--- src/rtl/fb_pkg.sv ---
// Shared constants, command op codes and engine state encoding for the
// framebuffer port arbiter.
package fb_pkg;
    localparam int COLS  = 80;
    localparam int ROWS  = 25;
    localparam int AW    = 11;
    localparam int DW    = 9;
    localparam int CELLS = COLS * ROWS;

    localparam logic [1:0] OP_NOP    = 2'b00;
    localparam logic [1:0] OP_CLR    = 2'b01;
    localparam logic [1:0] OP_SCROLL = 2'b10;

    localparam logic [AW-1:0] A_COLS    = AW'(COLS);
    localparam logic [AW-1:0] A_LAST    = AW'(CELLS - 1);
    localparam logic [AW-1:0] A_SC_LAST = AW'(COLS * (ROWS - 1) - 1);

    typedef enum logic [2:0] {
        ST_IDLE,
        ST_CLR,
        ST_SC_RD,
        ST_SC_WAIT,
        ST_SC_WR,
        ST_FILL
    } eng_state_t;
endpackage

--- src/rtl/fb_port_arb_if.sv ---
// Bundle of video, host, engine-command and RAM signals around the arbiter.
// slave = the arbiter itself, master = requesters plus the RAM.
interface fb_port_arb_if;
    import fb_pkg::*;

    logic          vid_req;
    logic [AW-1:0] vid_addr;
    logic [DW-1:0] vid_data;
    logic          vid_valid;
    logic          host_req;
    logic          host_we;
    logic [AW-1:0] host_addr;
    logic [DW-1:0] host_wdata;
    logic          host_ack;
    logic [DW-1:0] host_rdata;
    logic          cmd_valid;
    logic [1:0]    cmd_op;
    logic [DW-1:0] cmd_fill;
    logic          cmd_ready;
    logic          busy;
    logic [AW-1:0] ram_addr;
    logic          ram_we;
    logic [DW-1:0] ram_wdata;
    logic [DW-1:0] ram_rdata;

    modport slave (
        input  vid_req, vid_addr, host_req, host_we, host_addr, host_wdata,
               cmd_valid, cmd_op, cmd_fill, ram_rdata,
        output vid_data, vid_valid, host_ack, host_rdata, cmd_ready, busy,
               ram_addr, ram_we, ram_wdata
    );

    modport master (
        output vid_req, vid_addr, host_req, host_we, host_addr, host_wdata,
               cmd_valid, cmd_op, cmd_fill, ram_rdata,
        input  vid_data, vid_valid, host_ack, host_rdata, cmd_ready, busy,
               ram_addr, ram_we, ram_wdata
    );
endinterface

--- src/rtl/fb_fill_engine.sv ---
// Clear / scroll-up engine: walks the visible framebuffer one RAM slot at a
// time, requesting the slot from the arbiter and advancing only on grant.
module fb_fill_engine
    import fb_pkg::*;
(
    input  logic          clk,
    input  logic          rst,
    input  logic          i_cmd_valid,
    input  logic [1:0]    i_cmd_op,
    input  logic [DW-1:0] i_cmd_fill,
    output logic          o_cmd_ready,
    output logic          o_req,
    output logic          o_we,
    output logic [AW-1:0] o_addr,
    output logic [DW-1:0] o_wdata,
    input  logic          i_gnt,
    input  logic          i_rvalid,
    input  logic [DW-1:0] i_rdata
);
    eng_state_t    r_state, w_state_nxt;
    logic [AW-1:0] r_a, w_a_nxt;
    logic [DW-1:0] r_fill, w_fill_nxt;
    logic [DW-1:0] r_cell, w_cell_nxt;

    always_ff @(posedge clk) begin
        if (rst) begin
            r_state <= ST_IDLE;
            r_a     <= '0;
        end else begin
            r_state <= w_state_nxt;
            r_a     <= w_a_nxt;
        end
        r_fill <= w_fill_nxt;
        r_cell <= w_cell_nxt;
    end

    always_comb begin
        w_state_nxt = r_state;
        w_a_nxt     = r_a;
        w_fill_nxt  = r_fill;
        w_cell_nxt  = r_cell;
        o_cmd_ready = (r_state == ST_IDLE);
        o_req       = 1'b0;
        o_we        = 1'b0;
        o_addr      = r_a;
        o_wdata     = r_fill;
        case (r_state)
            ST_IDLE: begin
                if (i_cmd_valid) begin
                    w_fill_nxt = i_cmd_fill;
                    w_a_nxt    = '0;
                    if (i_cmd_op == OP_CLR)
                        w_state_nxt = ST_CLR;
                    else if (i_cmd_op == OP_SCROLL)
                        w_state_nxt = ST_SC_RD;
                end
            end
            ST_CLR, ST_FILL: begin
                o_req = 1'b1;
                o_we  = 1'b1;
                if (i_gnt) begin
                    w_a_nxt = r_a + 1'b1;
                    if (r_a == A_LAST)
                        w_state_nxt = ST_IDLE;
                end
            end
            ST_SC_RD: begin
                o_req  = 1'b1;
                o_addr = r_a + A_COLS;
                if (i_gnt)
                    w_state_nxt = ST_SC_WAIT;
            end
            // No slot request while the source row cell is still in flight.
            ST_SC_WAIT: begin
                if (i_rvalid) begin
                    w_cell_nxt  = i_rdata;
                    w_state_nxt = ST_SC_WR;
                end
            end
            ST_SC_WR: begin
                o_req   = 1'b1;
                o_we    = 1'b1;
                o_wdata = r_cell;
                if (i_gnt) begin
                    w_a_nxt     = r_a + 1'b1;
                    w_state_nxt = (r_a == A_SC_LAST) ? ST_FILL : ST_SC_RD;
                end
            end
            default: w_state_nxt = ST_IDLE;
        endcase
    end
endmodule

--- src/rtl/fb_port_arb.sv ---
// Single-port framebuffer RAM arbiter: video has fixed priority with a fixed
// two-cycle latency; host and the fill engine round-robin the leftover slots.
module fb_port_arb
    import fb_pkg::*;
(
    input  logic         clk,
    input  logic         rst,
    fb_port_arb_if.slave bus
);
    logic          w_cmd_ready, w_eng_req, w_eng_we;
    logic [AW-1:0] w_eng_addr, w_addr;
    logic [DW-1:0] w_eng_wdata, w_wdata;
    logic          w_host_elig, w_gnt_vid, w_gnt_host, w_gnt_eng, w_we;

    logic          r_rr_host;
    logic [AW-1:0] r_ram_addr_p1;
    logic          r_ram_we_p1;
    logic [DW-1:0] r_ram_wdata_p1;
    logic          r_vid_vld_p1, r_host_vld_p1, r_host_rd_p1, r_eng_rd_p1;
    logic          r_vid_vld_p2, r_host_vld_p2, r_host_rd_p2, r_eng_rd_p2;

    fb_fill_engine u_eng (
        .clk         (clk),
        .rst         (rst),
        .i_cmd_valid (bus.cmd_valid),
        .i_cmd_op    (bus.cmd_op),
        .i_cmd_fill  (bus.cmd_fill),
        .o_cmd_ready (w_cmd_ready),
        .o_req       (w_eng_req),
        .o_we        (w_eng_we),
        .o_addr      (w_eng_addr),
        .o_wdata     (w_eng_wdata),
        .i_gnt       (w_gnt_eng),
        .i_rvalid    (r_eng_rd_p2),
        .i_rdata     (bus.ram_rdata)
    );

    // Stage p0: grant decision. r_rr_host=1 means host wins a tie.
    always_comb begin
        w_host_elig = bus.host_req && !r_host_vld_p1 && !r_host_vld_p2;
        w_gnt_vid   = bus.vid_req;
        w_gnt_host  = !bus.vid_req && w_host_elig && (!w_eng_req || r_rr_host);
        w_gnt_eng   = !bus.vid_req && w_eng_req && (!w_host_elig || !r_rr_host);
        w_addr      = w_eng_addr;
        w_we        = w_gnt_eng && w_eng_we;
        w_wdata     = w_eng_wdata;
        if (w_gnt_vid) begin
            w_addr = bus.vid_addr;
        end else if (w_gnt_host) begin
            w_addr  = bus.host_addr;
            w_we    = bus.host_we;
            w_wdata = bus.host_wdata;
        end
    end

    // Stage p1: RAM command registers; stage p2: read data returns.
    always_ff @(posedge clk) begin
        if (rst) begin
            r_rr_host      <= 1'b1;
            r_ram_addr_p1  <= '0;
            r_ram_we_p1    <= 1'b0;
            r_ram_wdata_p1 <= '0;
            r_vid_vld_p1   <= 1'b0;
            r_host_vld_p1  <= 1'b0;
            r_host_rd_p1   <= 1'b0;
            r_eng_rd_p1    <= 1'b0;
            r_vid_vld_p2   <= 1'b0;
            r_host_vld_p2  <= 1'b0;
            r_host_rd_p2   <= 1'b0;
            r_eng_rd_p2    <= 1'b0;
        end else begin
            if (w_gnt_host)
                r_rr_host <= 1'b0;
            else if (w_gnt_eng)
                r_rr_host <= 1'b1;
            r_ram_addr_p1  <= w_addr;
            r_ram_we_p1    <= w_we;
            r_ram_wdata_p1 <= w_wdata;
            r_vid_vld_p1   <= w_gnt_vid;
            r_host_vld_p1  <= w_gnt_host;
            r_host_rd_p1   <= w_gnt_host && !bus.host_we;
            r_eng_rd_p1    <= w_gnt_eng && !w_eng_we;
            r_vid_vld_p2   <= r_vid_vld_p1;
            r_host_vld_p2  <= r_host_vld_p1;
            r_host_rd_p2   <= r_host_rd_p1;
            r_eng_rd_p2    <= r_eng_rd_p1;
        end
    end

    assign bus.ram_addr   = r_ram_addr_p1;
    assign bus.ram_we     = r_ram_we_p1;
    assign bus.ram_wdata  = r_ram_wdata_p1;
    assign bus.vid_valid  = r_vid_vld_p2;
    assign bus.vid_data   = r_vid_vld_p2 ? bus.ram_rdata : '0;
    assign bus.host_ack   = r_host_vld_p2;
    assign bus.host_rdata = r_host_rd_p2 ? bus.ram_rdata : '0;
    assign bus.cmd_ready  = w_cmd_ready;
    assign bus.busy       = !w_cmd_ready;
endmodule
--- src/flat_wrapper.sv ---
// flat-port wrapper written by rule: the top's interface ports become plain ports
module fb_port_arb_flat import fb_pkg::*;
  (clk, rst, bus_vid_req, bus_vid_addr, bus_host_req, bus_host_we, bus_host_addr, bus_host_wdata, bus_cmd_valid, bus_cmd_op, bus_cmd_fill, bus_ram_rdata, bus_vid_data, bus_vid_valid, bus_host_ack, bus_host_rdata, bus_cmd_ready, bus_busy, bus_ram_addr, bus_ram_we, bus_ram_wdata);
  fb_port_arb_if bus_i ();
  input  logic clk;
  input  logic rst;
  input wire logic [$bits(bus_i.vid_req)-1:0] bus_vid_req;
  input wire logic [$bits(bus_i.vid_addr)-1:0] bus_vid_addr;
  input wire logic [$bits(bus_i.host_req)-1:0] bus_host_req;
  input wire logic [$bits(bus_i.host_we)-1:0] bus_host_we;
  input wire logic [$bits(bus_i.host_addr)-1:0] bus_host_addr;
  input wire logic [$bits(bus_i.host_wdata)-1:0] bus_host_wdata;
  input wire logic [$bits(bus_i.cmd_valid)-1:0] bus_cmd_valid;
  input wire logic [$bits(bus_i.cmd_op)-1:0] bus_cmd_op;
  input wire logic [$bits(bus_i.cmd_fill)-1:0] bus_cmd_fill;
  input wire logic [$bits(bus_i.ram_rdata)-1:0] bus_ram_rdata;
  output wire logic [$bits(bus_i.vid_data)-1:0] bus_vid_data;
  output wire logic [$bits(bus_i.vid_valid)-1:0] bus_vid_valid;
  output wire logic [$bits(bus_i.host_ack)-1:0] bus_host_ack;
  output wire logic [$bits(bus_i.host_rdata)-1:0] bus_host_rdata;
  output wire logic [$bits(bus_i.cmd_ready)-1:0] bus_cmd_ready;
  output wire logic [$bits(bus_i.busy)-1:0] bus_busy;
  output wire logic [$bits(bus_i.ram_addr)-1:0] bus_ram_addr;
  output wire logic [$bits(bus_i.ram_we)-1:0] bus_ram_we;
  output wire logic [$bits(bus_i.ram_wdata)-1:0] bus_ram_wdata;
  assign bus_i.vid_req = bus_vid_req;
  assign bus_i.vid_addr = bus_vid_addr;
  assign bus_i.host_req = bus_host_req;
  assign bus_i.host_we = bus_host_we;
  assign bus_i.host_addr = bus_host_addr;
  assign bus_i.host_wdata = bus_host_wdata;
  assign bus_i.cmd_valid = bus_cmd_valid;
  assign bus_i.cmd_op = bus_cmd_op;
  assign bus_i.cmd_fill = bus_cmd_fill;
  assign bus_i.ram_rdata = bus_ram_rdata;
  assign bus_vid_data = bus_i.vid_data;
  assign bus_vid_valid = bus_i.vid_valid;
  assign bus_host_ack = bus_i.host_ack;
  assign bus_host_rdata = bus_i.host_rdata;
  assign bus_cmd_ready = bus_i.cmd_ready;
  assign bus_busy = bus_i.busy;
  assign bus_ram_addr = bus_i.ram_addr;
  assign bus_ram_we = bus_i.ram_we;
  assign bus_ram_wdata = bus_i.ram_wdata;
  fb_port_arb u_core (.clk(clk), .rst(rst), .bus(bus_i));
endmodule
--- config.mk ---
export PLATFORM = sky130hd
export DESIGN_NAME = fb_port_arb_flat
export DESIGN_NICKNAME = d
export VERILOG_FILES = /design/src/rtl/fb_pkg.sv /design/src/rtl/fb_port_arb_if.sv /design/src/rtl/fb_fill_engine.sv /design/src/rtl/fb_port_arb.sv /design/src/flat_wrapper.sv
export SDC_FILE = /design/constraint.sdc
export NUM_CORES = 1
export LEC_CHECK = 0
export ABC_AREA = 1
export CAP_MARGIN = 15
export CORE_MARGIN = 4
export CORE_UTILIZATION = 49
export CTS_CLUSTER_DIAMETER = 80
export DETAILED_ROUTE_END_ITERATION = 6
export GPL_TIMING_DRIVEN = 0
export PLACE_DENSITY = 0.83
export SLEW_MARGIN = 20
export SYNTH_ARGS = -nofsm -noshare
export SYNTH_HDL_FRONTEND = slang
export SYNTH_SLANG_ARGS = --single-unit
export TNS_END_PERCENT = 100
--- constraint.sdc ---
create_clock -name clk -period 2.3 [get_ports clk]
set_input_delay 0.345 -clock clk [delete_from_list [all_inputs] [get_ports clk]]
set_output_delay 0.345 -clock clk [all_outputs]
set_load 0.01 [all_outputs]
; ---- Word-level counts from Yosys, hierarchy flattened
; Cells that the tools add are included.
[word_totals]
register_bits = 62
in_bits = 57
output_inout_bits = 43
elab_cells = 92
[op_classes]
n_addsub = 2
n_eq_ne = 17
mux = 27
n_reduce_logical = 30
[ops]
columns = op, count
row1 = 11-bit 2-to-1 mux, 5
row2 = 9-bit 2-to-1 mux, 5
row3 = 3-bit 2-to-1 mux, 9
row4 = "11-bit equality test, second input constant", 2
row5 = 11-bit one-hot mux with 2 select lines, 1
row6 = 3-bit one-hot mux with 5 select lines, 1
row7 = "11-bit by 1-bit adder with 11-bit output, second input constant", 1
row8 = "11-bit by 7-bit adder with 11-bit output, second input constant", 1
row9 = "2-bit by 1-bit inequality test with 1-bit output, second input constant", 5
row10 = 1-bit logical AND, 9
row11 = 1-bit logical NOT, 9
row12 = 7-bit AND reduction, 1
row13 = "3-bit by 2-bit equality test with 1-bit output, second input constant", 2
row14 = "3-bit equality test, second input constant", 2
row15 = 1-bit 2-to-1 mux, 6
row16 = "2-bit inequality test, second input constant", 2
row17 = 2-bit AND reduction, 2
row18 = 2-bit nonzero test, 2
row19 = 4-bit OR reduction, 1
row20 = "3-bit by 1-bit equality test with 1-bit output, second input constant", 1
row21 = 3-bit logical NOT, 1
row22 = "3-bit inequality test, second input constant", 1
row23 = 3-bit AND reduction, 1
row24 = 3-bit OR reduction, 1
row25 = 4 further kinds, 5

; ---- Logic depth before layout (Yosys ltp)
; Gate-level depths: netlist (run 1).
[logic_depth]
word_depth = 9
depth_mapped = 11
ltp_nobuf = 11

; ---- Modules after synthesis
; A second synthesis (run 1) with hierarchy kept.
[unflattened]
hier_cells = 431
area_unflattened_um2 = 3171.8
[by_module_without_submodules]
columns = mod, n_inst, cells_each, area_per_inst_um2, seq_area_each_um2
row1 = fb_fill_engine, 1, 218, 1757.9, 820.8
row2 = fb_port_arb, 1, 213, 1413.9, 600.6

; ---- Least setup slack after synthesis (run 1)
; No wires, ideal clock.
[synth_path]
path_type = reg-to-reg
startpoint = register u_core.u_eng.r_state[0]
endpoint = register u_core.u_eng.r_fill[0], enable pin
setup_ps = 329
arrival_ps = 1068
required_time_ps = 1971
path_slack_ps = 903
path_stages_with_launch = 6
path_buffers = 0
synth_period_minus_slack_ps = 1397
cell_sequence = dfxtp_1 -> inv_1 -> nand2_2 -> nor2_2 -> nand2_1 -> inv_1
[synth_between]
elab_chain_len = 2
[synth_lines]
columns = element, line_no
row1 = from (decl), fb_fill_engine.sv:20  ; eng_state_t r_state, w_state_nxt;
row2 = from (signal assigned), fb_fill_engine.sv:30  ; r_state <= w_state_nxt;
row3 = 3-bit logical NOT, -
row4 = via bus_cmd_ready, flat_wrapper.sv:21  ; output wire logic [$bits(bus_i.cmd_ready)-1:0] bus_cmd_ready;
row5 = 2-bit AND reduction (no line), -
row6 = to (signal assigned), fb_fill_engine.sv:33  ; r_fill <= w_fill_nxt;
row7 = to (decl), fb_fill_engine.sv:22  ; logic [DW-1:0] r_fill, w_fill_nxt;
; The timed path passes the listed nets, and every way through them passes these cells.
; A chain may end at the register's enable or synchronous reset.

; ---- Worst setup path in the final report (run 1)
[layout_path]
startpoint = register u_core.r_vid_vld_p2, in the netlist u_core.bus.vid_valid
endpoint = output port bus_vid_data[1]
[layout_between]
elab_chain_len = 1
[layout_lines]
columns = element, line_no
row1 = from (decl), fb_port_arb.sv:20  ; logic r_vid_vld_p2, r_host_vld_p2, r_host_rd_p2, r_eng_rd_p2;
row2 = from (signal assigned), fb_port_arb.sv:83  ; r_vid_vld_p2 <= r_vid_vld_p1;
row3 = 9-bit 2-to-1 mux, fb_port_arb.sv:94  ; assign bus.vid_data = r_vid_vld_p2 ? bus.ram_rdata : '0;
row4 = to (decl), flat_wrapper.sv:17  ; output wire logic [$bits(bus_i.vid_data)-1:0] bus_vid_data;
; No other way between the ends.

==> flow_summary.yaml, run 1 <==
finish:
  n_fill_cell: 465
  antenna-diode-count: 0
  final_nets: 566
  final_cell_mix: "nand2_1, clkdlybuf4s50_1, inv_1"
  multiInputGateArea_um2: 1260
  final-seq-area_um2: 1420
  layout_commonest_cell: "nand2_1"
  drive_above_1_share_pct: 7.06
  design_area_um2: 4250
  area_growth_pct: 42.4
setup_path:
  crit_end: "bus_vid_data[1]"
  reg2reg_from: "u_core.u_eng.r_a[0]$_SDFFE_PP0P_"
  arrival_ps: 1650
  path_max_fanout: 9
  worstReg2RegEnd: "u_core.u_eng.r_a[8]$_SDFFE_PP0P_"
  r2r_slack_ps: 630
  crit_path_start_kind: "flop"
  cp-end-kind: "output pin"
  worstRegToRegCells: 8
  startpoint: "u_core.bus.vid_valid$_SDFF_PP0_"
  required_ps: 1960
  setup.worst_path.class: "reg -> out"
die:
  die_h_um: 86.1
  die_area_um2: 7410
  core_um2: 5920
  rows: 28
  ios: 100
  die_w_um: 86.1
  initial_core_util_pct: 50.4
sta:
  setup_viol: 0
  min_period_over_period_pct: 86.9
  period_minus_slack_ps: 2000
  relSlewSlack_pct: 53.8
  worstMarginPinSlew_ps: 691
  fin_tns_setup_ps: 0
  hold_violations: 0
  skew_ps: 6.22
  maxSlewViolCount: 0
  postLayoutSetupSlackWorst_ps: 301
  rsz0062_at_grt: "false"
  max_freq_mhz: 500
detailed_routing:
  final_antenna_net_count: 0
  remaining_drc_errors: 0
  drt_wl_total_mm: 8.03
  num_vias: 2961
  vias_per_cell: 5.06
  drt_pass1_iterations: 6
  drtIter0Drc: 152
  wl_per_cell_um: 13.7
run:
  drv_cap: 0
place:
  dpl-instance-area_um2: 4070
  portBuffers: 99
  post-place-ws_ps: 394
  hpwl_mm: 6.18
  gp_congestion: 0.901
yosys:
  synth_top_area_share_pct: 29.5
  synth-seq-cells: 62
  avgSynthCellArea_um2: 7.56
  synth.net_count: 456
  synth.largest_area_cell: "dfxtp_1"
  netlist_instances: 395
  ys_warn_count: 0
  synth_cell_types: 28
  seq_area_frac_synth_pct: 47.6
  syn_area_um2: 2990
  yosys-top-cells-area: "dfxtp_1, edfxtp_1, nand2_1, inv_1, nand3_1"
clocking:
  cts_tree: "built"
  cts_hold_buf: 0
  numCtsBuffers: 9
  cts-resized-gates: 0
  h-tree-depth: 3
  cts_max_path_buffers: 2
  cts_root_buffer: "clkbuf_8"
  cts_num_sinks: 62
  clkSlewWorstSetupHoldPaths_ps: 60
  clk_latency_ps: 340
  cts_setup_buffers: 0
power_and_ir_drop:
  peakVddDrop_mv: 0.505
  power_density_nw_per_um2: 807
  power_leakage_nw: 2.01
global_route:
  grt_util_all_layers_pct: 22.8
  grt_max_degree: 11
  grt_pass1_vias: 2957
  antenna_found_initial: 0
  grt_overflow: 0
  grt_pass1_wl_mm: 13.2
run_status:
  outcome: "completed"
min_path:
  min_path_type: "reg -> reg"
critical path: stages, from the launching register on:
cell and delay, ps:
dfxtp_1 340, clkbuf_1 300, nand2_1 90, inv_1 60
clkdlybuf4s50_1 530
sequential cells by signal, indices dropped and copies added (netlist names), 3 cells and up:
name	flops
u_core.u_eng.r_fill	9
u_core.u_eng.r_cell	9
u_core.u_eng.r_state	3
u_core.u_eng.r_a	11
u_core.bus.ram_addr	11
u_core.bus.ram_wdata	9
routing by layer:
| metal | vias to the layer above | track usage (%) | share of wire, % |
|---|---|---|---|
| met5 | - | 0 | 0 |
| met4 | 0 | 9.50 | 2.8 |
| met3 | 25 | 7.20 | 8.8 |
| met2 | 154 | 39.3 | 47 |
| met1 | 1311 | 25.9 | 41 |
| li1 | 1471 | - | - |
metrics by stage:
step | hold slack (ps) | power [mW] | std cells | utilization (%)
floorplan | 388 | 2.11 | 395 | -
global placement | 393 | 2.53 | 569 | 68.7
detailed placement | 400 | 2.55 | 569 | 68.7
CTS | 408 | 3.44 | 585 | 71.8
global route | 423 | 3.66 | 585 | 71.8
finish | 404 | 3.43 | 585 | 71.8
cell families (layout without fill, tap and decap cells):
group                    Yosys count  after routing  synth area share, %
buffers and inverters             74            189                 10.3
flip-flops                        62             62                 47.6
XOR/XNOR                           5              5                 1.47
adder cells (fa/ha/maj)            4              4                 1.68
AO/OA/AOI/OAI                     44             44                 9.22
AND/OR/NAND/NOR                  206            206                 29.8
power breakdown:
| part | leakage, nW | switching (mW) | internal [mW] |
|---|---|---|---|
| clock | 0.0949 | 0.399 | 0.487 |
| combinational | 1.38 | 0.701 | 0.514 |
| sequential | 0.529 | 0.0629 | 1.27 |
synth_stat cells:
library cell	count
buf_4	3
nand2_4	3
buf_2	2
nor3_2	1
buf_6	2
inv_2	5
or2_1	5
clkinv_1	2
o21ai_1	13
nand4_1	3
o21ai_0	6
nand2_1	114
o211a_1	9
ha_1	4
nor3_1	3
nor2_2	2
xnor2_1	1
nor2_1	34
nand2_2	5
a21oi_1	12
edfxtp_1	18
inv_1	54
o211ai_1	3
a22oi_1	1
clkbuf_1	6
xor2_1	4
dfxtp_1	44
nand3_1	36
layout make-up:
class                           count  share of cell area (%)
Inverter                           61                    5.39
Multi-Input combinational cell    259                    29.6
Sequential cell                    62                    33.4
Buffer                             13                    1.83
Clock buffer                       10                    3.00
Clock inverter                      6                    1.24
Timing Repair Buffer               99                    23.3
Tap cell                           75                    2.21
how the worst min path moves through the flow:
stage | from | end | slack (ps) | depth (start not counted)
after floorplan | u_core.r_vid_vld_p1$_SDFF_PP0_ | u_core.bus.vid_valid$_SDFF_PP0_ | 390 | 2
after global placement | u_core.r_eng_rd_p1$_SDFF_PP0_ | u_core.r_eng_rd_p2$_SDFF_PP0_ | 390 | 2
after detailed placement | u_core.r_eng_rd_p1$_SDFF_PP0_ | u_core.r_eng_rd_p2$_SDFF_PP0_ | 400 | 2
after CTS | u_core.r_host_rd_p1$_SDFF_PP0_ | u_core.r_host_rd_p2$_SDFF_PP0_ | 410 | 2
after global routing | u_core.r_eng_rd_p1$_SDFF_PP0_ | u_core.r_eng_rd_p2$_SDFF_PP0_ | 420 | 2
final | u_core.r_host_rd_p1$_SDFF_PP0_ | u_core.r_host_rd_p2$_SDFF_PP0_ | 400 | 2
Note: power is estimated with default switching activity, not from simulation.
==> inputs of run 2 (changes only) <==
CORE_MARGIN = not set   (was 4)
CORE_UTILIZATION = 60   (was 49)
DONT_BUFFER_PORTS = 1   (was not set)
PLACE_DENSITY = 0.74   (was 0.83)
==> run 2 against run 1 <==
  * Sequential power barely moved
  * First-iteration DRC count grew 14%
  * Setup slack improved by 290 ps
  * Combinational power is 24% lower
  * Register-to-register slack better by 20 ps
  * Clock power increased by 8.0%
  * Critical path depth down 1
  * Clock skew grew 5.3 ps
  * Critical endpoint is now bus_vid_data[4]
  * Largest power group unchanged
  * Via count decreased by 15%
  * Final cell count fell by 18%
==> flow_summary.yaml, run 2 (synthesis gave the netlist of run 1 again) <==
run_status:
  outcome: "completed"
detailed_routing:
  drt_wl_total_mm: 6.65
  remaining_drc_errors: 0
  wl_per_cell_um: 13.9
  vias_per_cell: 5.26
  drt_pass1_iterations: 5
  final_antenna_net_count: 0
  num_vias: 2514
  drtIter0Drc: 173
sta:
  maxSlewViolCount: 0
  max_freq_mhz: 585
  rsz0062_at_grt: "false"
  period_minus_slack_ps: 1710
  relSlewSlack_pct: 54.6
  skew_ps: 11.5
  worstMarginPinSlew_ps: 678
  min_period_over_period_pct: 74.3
  setup_viol: 0
  fin_tns_setup_ps: 0
  hold_violations: 0
setup_path:
  reg2reg_from: "u_core.u_eng.r_a[0]$_SDFFE_PP0P_"
  crit_path_top_delay_cell: "dfxtp_1"
  worstReg2RegEnd: "u_core.u_eng.r_a[8]$_SDFFE_PP0P_"
  path_max_fanout: 9
  cp_cell_sequence: "clkbuf_1 > nand2_1 > inv_1"
  required_ps: 1960
  crit_path_max_incr_delay_ps: 430
  worst-path-buf-inv: 2
  crit_path_start_kind: "flop"
  cp-end-kind: "output pin"
  setup.worst_path.class: "reg -> out"
  arrival_ps: 1360
  cp_top_family: "buffers and inverters"
  worstRegToRegCells: 8
  r2r_slack_ps: 650
clocking:
  cts_hold_buf: 0
  numCtsBuffers: 9
  cts_root_buffer: "clkbuf_8"
  clk_latency_ps: 350
  cts-resized-gates: 0
  cts_tree: "built"
  h-tree-depth: 3
  clkSlewWorstSetupHoldPaths_ps: 80
  cts_num_sinks: 62
  cts_max_path_buffers: 2
  cts_setup_buffers: 0
finish:
  layout_commonest_cell: "nand2_1"
  final_cell_mix: "nand2_1, inv_1, dfxtp_1"
  drive_above_1_share_pct: 9.25
  area_growth_pct: 9.39
  antenna-diode-count: 0
  design_area_um2: 3270
  final_cells: 478
  final_nets: 467
global_route:
  grt_overflow: 0
  antenna_found_initial: 0
  grt_pass1_vias: 2099
  grt_max_degree: 13
  grt_pass1_wl_mm: 10.2
  grt_util_all_layers_pct: 26.0
die:
  core_um2: 4750
  die_h_um: 72.5
  rows: 25
  die_w_um: 72.5
  initial_core_util_pct: 62.8
  die_area_um2: 5260
  ios: 100
place:
  dpl-instance-area_um2: 3070
  dp.cells: 462
  portBuffers: 0
  gp_congestion: 0.895
  hpwl_mm: 4.90
power_and_ir_drop:
  power_leakage_nw: 1.64
  finalPower_mw: 3.23
  peakVddDrop_mv: 0.776
  power_density_nw_per_um2: 990
min_path:
  hold_path_end: "u_core.r_host_rd_p1$_SDFF_PP0_"
  min_path_type: "in -> reg"
  hold_depth: 1
  hold_start: "bus_host_we"
run:
  drv_cap: 0
## run 2: cell types whose count changed in the layout (fill, tap and decap cells not counted)
cell	previous run	this run
clkdlybuf4s50_1	99	0
clkinv_2	3	1
clkinv_4	0	2
clkbuf_1	7	6
clkinv_1	4	3
clkinvlp_4	0	1
inv_6	0	1
## run 2: worst reg2reg max path, delay by kind of cell (launching register included)
| family | cells | cell delay (ps) |
|---|---|---|
| simple gates | 6 | 730 |
| flops | 1 | 460 |
| fa+ha+maj | 1 | 240 |
| compound gates | 1 | 130 |
## run 2: worst max-delay path by stage
stage / start / to / slack [ps] / depth (start not counted)
final: u_core.bus.vid_valid$_SDFF_PP0_ / bus_vid_data[4] / 590 / 3
after global routing: u_core.u_eng.r_a[0]$_SDFFE_PP0P_ / u_core.u_eng.r_a[8]$_SDFFE_PP0P_ / 430 / 8
after global placement: u_core.u_eng.r_state[0]$_SDFFE_PP0P_ / u_core.u_eng.r_fill[2]$_DFFE_PP_ / 660 / 5
after CTS: u_core.bus.vid_valid$_SDFF_PP0_ / bus_vid_data[5] / 590 / 3
after floorplan: u_core.u_eng.r_state[0]$_SDFFE_PP0P_ / u_core.u_eng.r_fill[0]$_DFFE_PP_ / 900 / 5
after detailed placement: u_core.u_eng.r_state[0]$_SDFFE_PP0P_ / u_core.u_eng.r_fill[2]$_DFFE_PP_ / 670 / 5
## run 2: through the flow
stage | utilization, % | hold WS (ps) | setup WS [ps]
after global placement | 64.6 | 400 | 663
final | 68.7 | 84.4 | 591
after floorplan | - | 388 | 903
after detailed placement | 64.6 | 397 | 669
after CTS | 68.7 | 70.7 | 592
after global routing | 68.7 | 79.1 | 434
## run 2: power breakdown
group | switching [mW] | internal, mW | total [mW] | leakage (nW)
Sequential | 0.0900 | 1.27 | 1.36 | 0.529
Combinational | 0.615 | 0.305 | 0.920 | 1.01
Clock | 0.455 | 0.502 | 0.957 | 0.0972
Total | 1.16 | 2.07 | 3.23 | 1.64
## run 2: layout make-up
class | count | area [µm²]
Fill cell | 408 | 1490
Sequential cell | 62 | 1420
Multi-Input combinational cell | 259 | 1260
Inverter | 61 | 229
Clock buffer | 9 | 124
Tap cell | 67 | 83.8
Buffer | 13 | 77.6
Clock inverter | 7 | 72.6
## run 2: layer usage
metal	vias up	GRT usage, %	share of wire, %
li1	1275	-	-
met1	1110	38.2	47
met2	115	36.3	43
met3	14	5.14	7.8
met4	0	12.9	1.9
met5	-	0	0
